`src/rtl/uart_transmitter.sv`:
```
// uart_transmitter
//
// 8N1 UART transmitter with a small byte FIFO in front of it. Bytes are
// accepted over a valid/ready handshake and then sent as a start bit (low),
// eight data bits (LSB first) and a stop bit (high). The baud rate comes
// from dividing the system clock by CLKS_PER_BIT.
//
// Parameters:
//   CLKS_PER_BIT  system clock cycles per UART bit (>= 1)
//   FIFO_DEPTH    byte FIFO depth (power of two, >= 2)
//
// Ports:
//   clk         system clock, rising edge
//   reset       synchronous active-high reset; aborts any frame, flushes FIFO
//   data_in     byte to transmit
//   data_valid  data_in is valid this cycle
//   data_ready  FIFO can accept a byte (not full)
//   tx          serial line, idles high, driven from a flop
//   busy        a frame is on the line
module uart_transmitter #(
  parameter int CLKS_PER_BIT = 434,
  parameter int FIFO_DEPTH   = 4
) (
  input  logic       clk,
  input  logic       reset,
  input  logic [7:0] data_in,
  input  logic       data_valid,
  output logic       data_ready,
  output logic       tx,
  output logic       busy
);

  // With a single cycle per bit the counter is still kept one bit wide so
  // the declarations stay legal; it simply never leaves 0.
  localparam int CNT_W = (CLKS_PER_BIT > 1) ? $clog2(CLKS_PER_BIT) : 1;
  localparam int PTR_W = $clog2(FIFO_DEPTH);
  localparam logic [CNT_W-1:0] CNT_LAST  = CNT_W'(CLKS_PER_BIT - 1);
  localparam logic [PTR_W:0]   FIFO_FULL = (PTR_W + 1)'(FIFO_DEPTH);

  typedef enum logic [1:0] {
    IDLE,
    START,
    DATA,
    STOP
  } state_t;

  // FIFO storage and bookkeeping
  logic [7:0]       fifo_mem [FIFO_DEPTH];
  logic [PTR_W-1:0] wr_ptr_reg;
  logic [PTR_W-1:0] rd_ptr_reg;
  logic [PTR_W:0]   count_reg;
  logic             push;
  logic             pop;
  logic             fifo_empty;

  // Serialiser state
  state_t           state_reg,    state_next;
  logic [CNT_W-1:0] baud_cnt_reg, baud_cnt_next;
  logic [2:0]       bit_idx_reg,  bit_idx_next;
  logic [7:0]       shift_reg,    shift_next;
  logic             tx_reg,       tx_next;
  logic             bit_done;

  assign fifo_empty = (count_reg == '0);
  assign data_ready = (count_reg != FIFO_FULL);
  // data_ready is the pre-edge view of the count, so a pop on the same edge
  // does not open a slot for a push until the following cycle.
  assign push       = data_valid && data_ready;
  assign bit_done   = (baud_cnt_reg == CNT_LAST);

  assign tx   = tx_reg;
  assign busy = (state_reg != IDLE);

  // ------------------------------------------------------------------
  // FIFO
  // ------------------------------------------------------------------
  always_ff @(posedge clk) begin
    if (push) begin
      fifo_mem[wr_ptr_reg] <= data_in;
    end
  end

  always_ff @(posedge clk) begin
    if (reset) begin
      wr_ptr_reg <= '0;
      rd_ptr_reg <= '0;
      count_reg  <= '0;
    end else begin
      if (push) begin
        wr_ptr_reg <= wr_ptr_reg + PTR_W'(1);
      end
      if (pop) begin
        rd_ptr_reg <= rd_ptr_reg + PTR_W'(1);
      end
      case ({push, pop})
        2'b10:   count_reg <= count_reg + (PTR_W + 1)'(1);
        2'b01:   count_reg <= count_reg - (PTR_W + 1)'(1);
        default: count_reg <= count_reg;
      endcase
    end
  end

  // ------------------------------------------------------------------
  // Serialiser FSM: state register
  // ------------------------------------------------------------------
  always_ff @(posedge clk) begin
    if (reset) begin
      state_reg    <= IDLE;
      baud_cnt_reg <= '0;
      bit_idx_reg  <= '0;
      shift_reg    <= '0;
      tx_reg       <= 1'b1;
    end else begin
      state_reg    <= state_next;
      baud_cnt_reg <= baud_cnt_next;
      bit_idx_reg  <= bit_idx_next;
      shift_reg    <= shift_next;
      tx_reg       <= tx_next;
    end
  end

  // ------------------------------------------------------------------
  // Serialiser FSM: next state and outputs
  // ------------------------------------------------------------------
  always_comb begin
    state_next    = state_reg;
    baud_cnt_next = bit_done ? '0 : baud_cnt_reg + CNT_W'(1);
    bit_idx_next  = bit_idx_reg;
    shift_next    = shift_reg;
    tx_next       = tx_reg;
    pop           = 1'b0;

    case (state_reg)
      IDLE: begin
        baud_cnt_next = '0;
        tx_next       = 1'b1;
        if (!fifo_empty) begin
          pop        = 1'b1;
          shift_next = fifo_mem[rd_ptr_reg];
          tx_next    = 1'b0;
          state_next = START;
        end
      end

      START: begin
        if (bit_done) begin
          tx_next      = shift_reg[0];
          shift_next   = shift_reg >> 1;
          bit_idx_next = '0;
          state_next   = DATA;
        end
      end

      DATA: begin
        if (bit_done) begin
          if (bit_idx_reg == 3'd7) begin
            tx_next    = 1'b1;
            state_next = STOP;
          end else begin
            tx_next      = shift_reg[0];
            shift_next   = shift_reg >> 1;
            bit_idx_next = bit_idx_reg + 3'd1;
          end
        end
      end

      STOP: begin
        if (bit_done) begin
          // Chain straight into the next frame when data is waiting so
          // back-to-back bytes leave no idle gap on the line.
          if (!fifo_empty) begin
            pop        = 1'b1;
            shift_next = fifo_mem[rd_ptr_reg];
            tx_next    = 1'b0;
            state_next = START;
          end else begin
            state_next = IDLE;
          end
        end
      end

      default: begin
        state_next = IDLE;
        tx_next    = 1'b1;
      end
    endcase
  end

endmodule

```
`config.mk`:
```
export PLATFORM = sky130hd
export DESIGN_NAME = uart_transmitter
export DESIGN_NICKNAME = d
export VERILOG_FILES = /design/src/rtl/uart_transmitter.sv
export SDC_FILE = /design/constraint.sdc
export NUM_CORES = 1
export LEC_CHECK = 0
export CAP_MARGIN = 30
export CORE_ASPECT_RATIO = 0.8
export CORE_MARGIN = 2
export CORE_UTILIZATION = 45
export CTS_CLUSTER_DIAMETER = 200
export CTS_CLUSTER_SIZE = 12
export DETAILED_ROUTE_END_ITERATION = 10
export GPL_TIMING_DRIVEN = 0
export SYNTH_ARGS = -nofsm -noshare
export SYNTH_HDL_FRONTEND = slang
export SYNTH_SLANG_ARGS = --single-unit
```
`constraint.sdc`:
```
create_clock -name clk -period 3.62 [get_ports clk]
set_clock_uncertainty 0.1 [all_clocks]
set_input_delay 0.724 -clock clk [delete_from_list [all_inputs] [get_ports clk]]
set_output_delay 0.724 -clock clk [all_outputs]
set_load 0.05 [all_outputs]
```
==> metrics.txt, run 1 <==
post-place instance area 3210 um^2; gpl congestion 0.771; R2R Path Start baud_cnt_reg[0]; Clock Latency Late Sink between 0.3 and 0.4 ns; clock buffer depth 2; vias between 1500 and 2000; mux contribution to synthesized area 0.0951; DRC viols 0; hold_sp shift_reg[7]; part of the power in the clock network 0.219; Largest register FFs 32; Resized Gates After CTS 0; final std cells w/o fill ~340; maximum clock frequency around 350 MHz; VDD IR max ~0.00032 V; ANT cells 0; Synth Area in Adders 0.0656; PortBufs 13; share of layout cells above drive strength 1 0.198; Place WS roughly 0.8 ns; CP max FO 4; multi-input combinational cell area between 1000 and 1500 um^2; first-pass detailed-route iteration total 4; Wirelength per Cell 14.9 um; vias in the first global route roughly 1700; GRT Overall Usage 0.158; TritonCTS buffer count 9; Detailed Route Iter0 Violations between 90 and 100; CTS tree yes; Die Footprint 7280 um^2; hpwl dp 3.53 mm; Synth Cell Area just under 3000 um^2; gr ovfl total 0; Yosys top cell area share 0.323; Post-CTS Setup Bufs 0; relative slew slack 0.556; hold path depth 2; setup slack, reg-to-reg ~0.9 ns; setup violators final 0; Worst setup EP type output port; Post-synth ARST share 0; register area 1600 um^2; Clock transition at path regs about 0.07 ns; Yosys warning count 0; setup_tns 0 ns; Sequential Power Share 0.341; first-pass GRT wire length approximately 8.5 mm; Final Cycle Share 0.784; power per cell area between 800 and 900 nW/um^2; core box area around 6400 um^2; PnR worst setup slack a little under 0.8 ns; # hold bufs at CTS 0; Leakage between 0.001 and 0.0015 uW; nets 278; Syn-to-layout area delta 14.7%; I/O Pins 14; syn_area_per_cell approximately 13 um^2; Arr. time, crit path about 2 ns; CTS Root Cell clkbuf_8; sw power approximately 1100 uW; Reg2Reg Depth 11; main combinational cell family by area after synthesis compound AO/OA/AOI/OAI gates; post-synthesis simple-gate area fraction 0.109; Worst Hold End shift_reg[7]; clock sink total 64; Post-synth EDFFs 32; H-tree depth 3; WS Path Type register to output port; Seq cells post-synth 64; final instance area ~3400 um^2; ys flop type edfxtp_1; largest net degree at the start of global routing 14; Chip Width ~95 um; Area contributors post-synth edfxtp_1, dfxtp_1, mux4_2; complex-gate fraction of the synthesized area 0.120; switching power share of the total 0.376; max cap viols 0; FILL cells around 570; Worst Setup Start Kind register; Comb power frac 0.441; WP data required 2.80 ns; commonest non-fill, non-tap cells in the layout dfxtp_1, edfxtp_1, nor2_1; max-slew violations 0; sequential area share after synthesis 0.538; area leader, netlist edfxtp_1; # rows 26; Tightest Hold Check Type register to register; Syn Nets between 200 and 300; DR vias/cell 5.26; cell count after synthesis 228; Post-DRT Antenna Nets 0; initial antenna violation count 0; endpoints failing hold 0; status complete, no violations; Die Y roughly 77 um; xor and xnor area share after synthesis 0.0294; Period minus WS final around 2.8 ns; Layout Utilization 0.535; routed wire length between 5 and 6 mm; end of the worst register-to-register path count_reg[2]; Netlist cell types 49; RSZ-0062 raised after global routing no; initial core utilization 0.466; Worst-Margin Slew about 0.67 ns; number of placed instances, taps included between 300 and 400; internal power consumption about 1800 uW
[worst max-delay path by stage]
stage                     slack, ns           end    startpoint  cells past startpoint
after floorplan                0.97  count_reg[2]  count_reg[2]                      9
final                          0.78          busy  state_reg[1]                      4
after global routing           0.67          busy  state_reg[1]                      4
after CTS                      0.75          busy  state_reg[1]                      4
after detailed placement       0.79  count_reg[2]    data_valid                      9
after global placement         0.80  count_reg[2]    data_valid                      9
[critical path: stages, from the launching register on]
cell and delay, ns:
dfxtp_1 0.41, inv_1 0.11, ha_1 0.26, inv_1 0.10, clkdlybuf4s50_1 0.80
[power by group through the flow]
stage / sequential, uW / combinational (uW) / clock, uW
after floorplan: 980 / 1010 / 0
after global placement: 984 / 1250 / 0
after detailed placement: 986 / 1260 / 0
after CTS: 971 / 1260 / 640
after global routing: 985 / 1370 / 673
final: 969 / 1250 / 622
[cells in the mapped netlist, types with 3 or more instances]
cell	instances
dfxtp_1	32
edfxtp_1	32
nor2_1	19
a21oi_1	16
ha_1	14
inv_1	13
mux2i_1	8
mux4_2	8
a311oi_2	7
xnor2_1	7
nand3_1	6
nand2_1	5
o21ai_0	5
and3_1	4
buf_6	3
or3_1	3
xor2_1	3
[cells by family (layout without fill, tap and decap cells)]
kind of cell	after synthesis	after routing
flip-flops	64	64
multiplexers	18	18
XOR/XNOR	10	10
AO/OA/AOI/OAI	43	43
adder cells (fa/ha/maj)	15	15
AND/OR/NAND/NOR	55	55
buffers and inverters	23	52
[stage by stage]
| stage | power [uW] | hold slack [ns] |
|---|---|---|
| 6_report | 2850 | 0.382 |
| 5_1_grt | 3030 | 0.422 |
| 4_1_cts | 2870 | 0.386 |
| 3_5_place_dp | 2240 | 0.374 |
| 3_3_place_gp | 2240 | 0.369 |
| 2_1_floorplan | 1990 | 0.345 |
[area by class of cell]
type / instances / area share
plain buffers: 10 / 0.0231
flip-flops and latches: 64 / 0.469
repair buffers: 13 / 0.0381
inverters: 13 / 0.0143
well taps: 84 / 0.0308
clock inverters: 7 / 0.0231
multi-input cells: 141 / 0.365
clock buffers: 9 / 0.0363
[metal layers]
metal,wire length (um),track usage,vias up,part of all wire
li1,-,-,902,-
met1,2630,0.237,864,0.52
met2,2240,0.205,25,0.44
met3,160,0.0619,4,0.032
met4,40,0.0565,0,0.0079
met5,0,0,-,0
(Power assumes the default switching activity.)
==> inputs of run 2 (changes only) <==
- clock period: 3.62 -> 2.3 ns (I/O delays scaled with it)
==> run 2 against run 1 <==
Against the previous run: the run now ends with negative setup slack left; combinational power increased by 74%; first-iteration DRC count decreased by 45%; wire length increased by 2.3%; non-clock buffer count increased by 10; hold slack improved by 0.0014 ns; via count increased by 1.0%; sequential share of layout area decreased by 1.9 points; highest routed layer unchanged; clock power increased by 91%.
==> metrics.txt, run 2 (synthesized netlist as in run 1, its figures left out) <==
failing checks negative setup slack; # hold bufs at CTS 0 (unchanged); internal power consumption 3190 uW (was 1780 uW); VDD IR max 0.000603 V (was 0.000323 V); setup slack, reg-to-reg -0.09 ns (was 0.90 ns); GRT Overall Usage 0.164 (was 0.158); switching power share of the total 0.351 (was 0.376); ANT cells 0 (unchanged); relative slew slack 0.561 (was 0.556); vias 1813 (was 1795); WS Path Type register to register (was register to output port); Tightest Hold Check Type register to register (unchanged); Leakage 0.00127 uW (was 0.00117 uW); CTS Root Cell clkbuf_8 (unchanged); Sequential Power Share 0.314 (was 0.341); first-pass GRT wire length 9.11 mm (was 8.47 mm); Die Footprint 7280 um^2 (unchanged); power per cell area 1370 nW/um^2 (was 834 nW/um^2); max cap viols 0 (unchanged); RSZ-0062 raised after global routing yes (was no); TritonCTS buffer count 9 (unchanged); CP max FO 4 (unchanged); setup violators final 1 (was 0); Layout Utilization 0.561 (was 0.535); Clock transition at path regs 0.08 ns (was 0.07 ns); share of layout cells above drive strength 1 0.285 (was 0.198); Detailed Route Iter0 Violations 51 (was 93); Comb power frac 0.443 (was 0.441); vias in the first global route 1875 (was 1670); Worst Setup Start Kind register (unchanged); status finished, violations left (was complete, no violations); commonest non-fill, non-tap cells in the layout edfxtp_1, dfxtp_1, nor2_1 (was dfxtp_1, edfxtp_1, nor2_1); initial antenna violation count 0 (unchanged); Largest register FFs 32 (unchanged); clock sink total 64 (unchanged); WHS 0.383 ns (was 0.382 ns); hpwl dp 3.54 mm (was 3.53 mm); initial core utilization 0.466 (unchanged); Arr. time, crit path 2.55 ns (was 2.01 ns); clock buffer depth 2 (unchanged); DR vias/cell 5.17 (was 5.26); max-slew violations 0 (unchanged); DRC viols 0 (unchanged); Worst setup EP type register (was output port); Die Y 76.7 um (unchanged); endpoints failing hold 0 (unchanged); nets 288 (was 278); core box area 6380 um^2 (unchanged); Wirelength per Cell 14.8 um (was 14.9 um); first-pass detailed-route iteration total 4 (unchanged); # rows 26 (unchanged); maximum clock frequency between 400 and 500 MHz; FILL cells 569 (was 573); Period minus WS final ~2.4 ns; part of the power in the clock network 0.242 (was 0.219); sw power 1720 uW (was 1070 uW); PortBufs 13 (unchanged); gr ovfl total 0 (unchanged); Syn-to-layout area delta 20.3% (was 14.7%); Worst-Margin Slew 0.659 ns (was 0.667 ns); Final Cycle Share 1.04; CTS tree yes (unchanged); routed wire length 5.18 mm (was 5.07 mm); commonest non-fill, non-tap cell in the layout edfxtp_1; Post-DRT Antenna Nets 0 (unchanged); largest net degree at the start of global routing 14 (unchanged); I/O Pins 14 (unchanged); WP data required 2.46 ns (was 2.80 ns); Chip Width 94.9 um (unchanged); gpl congestion 0.810 (was 0.771); H-tree depth 3 (unchanged); Clock Latency Late Sink 0.34 ns (about the same); PnR worst setup slack -0.0907 ns (was 0.783 ns)
## run 2: timing repair
action,in CTS,in global routing
pin swaps,4,4
endpoints found under the setup margin,4,5
gates resized for setup,3,10
setup buffers,5,7
## run 2: metal layers
metal  up-vias  share of wire  GRT usage
met5         -              0          0
li1        921              -          -
met3         4          0.033     0.0580
met4         0         0.0044     0.0507
met2        19           0.45      0.233
met1       869           0.51      0.234
## run 2: worst max-delay path, stage by stage (launching register included)
cell     delay, ns
dfxtp_4       0.37
inv_2         0.06
ha_1          0.28
buf_6         0.13
nor3_4        0.20
ha_2          0.22
inv_2         0.04
fa_2          0.32
xor2_1        0.15
or3_1         0.31
a21oi_1       0.12
## run 2: final timing paths
path | startpoint | endpoint | cells after the start
worst max-delay path | state_reg[1] | count_reg[2] | 10
worst min register to register | shift_reg[7] | shift_reg[7] | 2
worst max register to register | state_reg[1] | count_reg[2] | 10
worst min-delay path | shift_reg[7] | shift_reg[7] | 2
## run 2: stage by stage
step	area (um^2)	setup slack (ns)	TNS (ns)	instances	total power, uW
final	3580	-0.0907	-0.0907	351	4910
after global routing	3580	-0.175	-0.276	351	5230
after CTS	3500	-0.199	-0.248	345	4820
after detailed placement	3230	-0.254	-0.362	325	3570
after global placement	3230	-0.212	-0.285	325	3550
after floorplan	2990	-0.0588	-0.0588	228	3170
## run 2: cell type report
| class | instances | area [um^2] | share of cell area |
|---|---|---|---|
| inverters | 13 | 51.3 | 0.0143 |
| repair buffers | 25 | 218 | 0.0609 |
| multi-input cells | 141 | 1270 | 0.355 |
| well taps | 84 | 105 | 0.0294 |
| flip-flops and latches | 64 | 1610 | 0.451 |
| clock buffers | 9 | 124 | 0.0346 |
| clock inverters | 7 | 125 | 0.0350 |
| plain buffers | 8 | 70.1 | 0.0196 |
## run 2: power by group through the flow
stage	clock network [uW]	registers [uW]	logic, uW
2_1_floorplan	0	1550	1620
3_3_place_gp	0	1560	2000
3_5_place_dp	0	1560	2020
4_1_cts	1220	1530	2070
5_1_grt	1270	1570	2390
6_report	1190	1540	2180
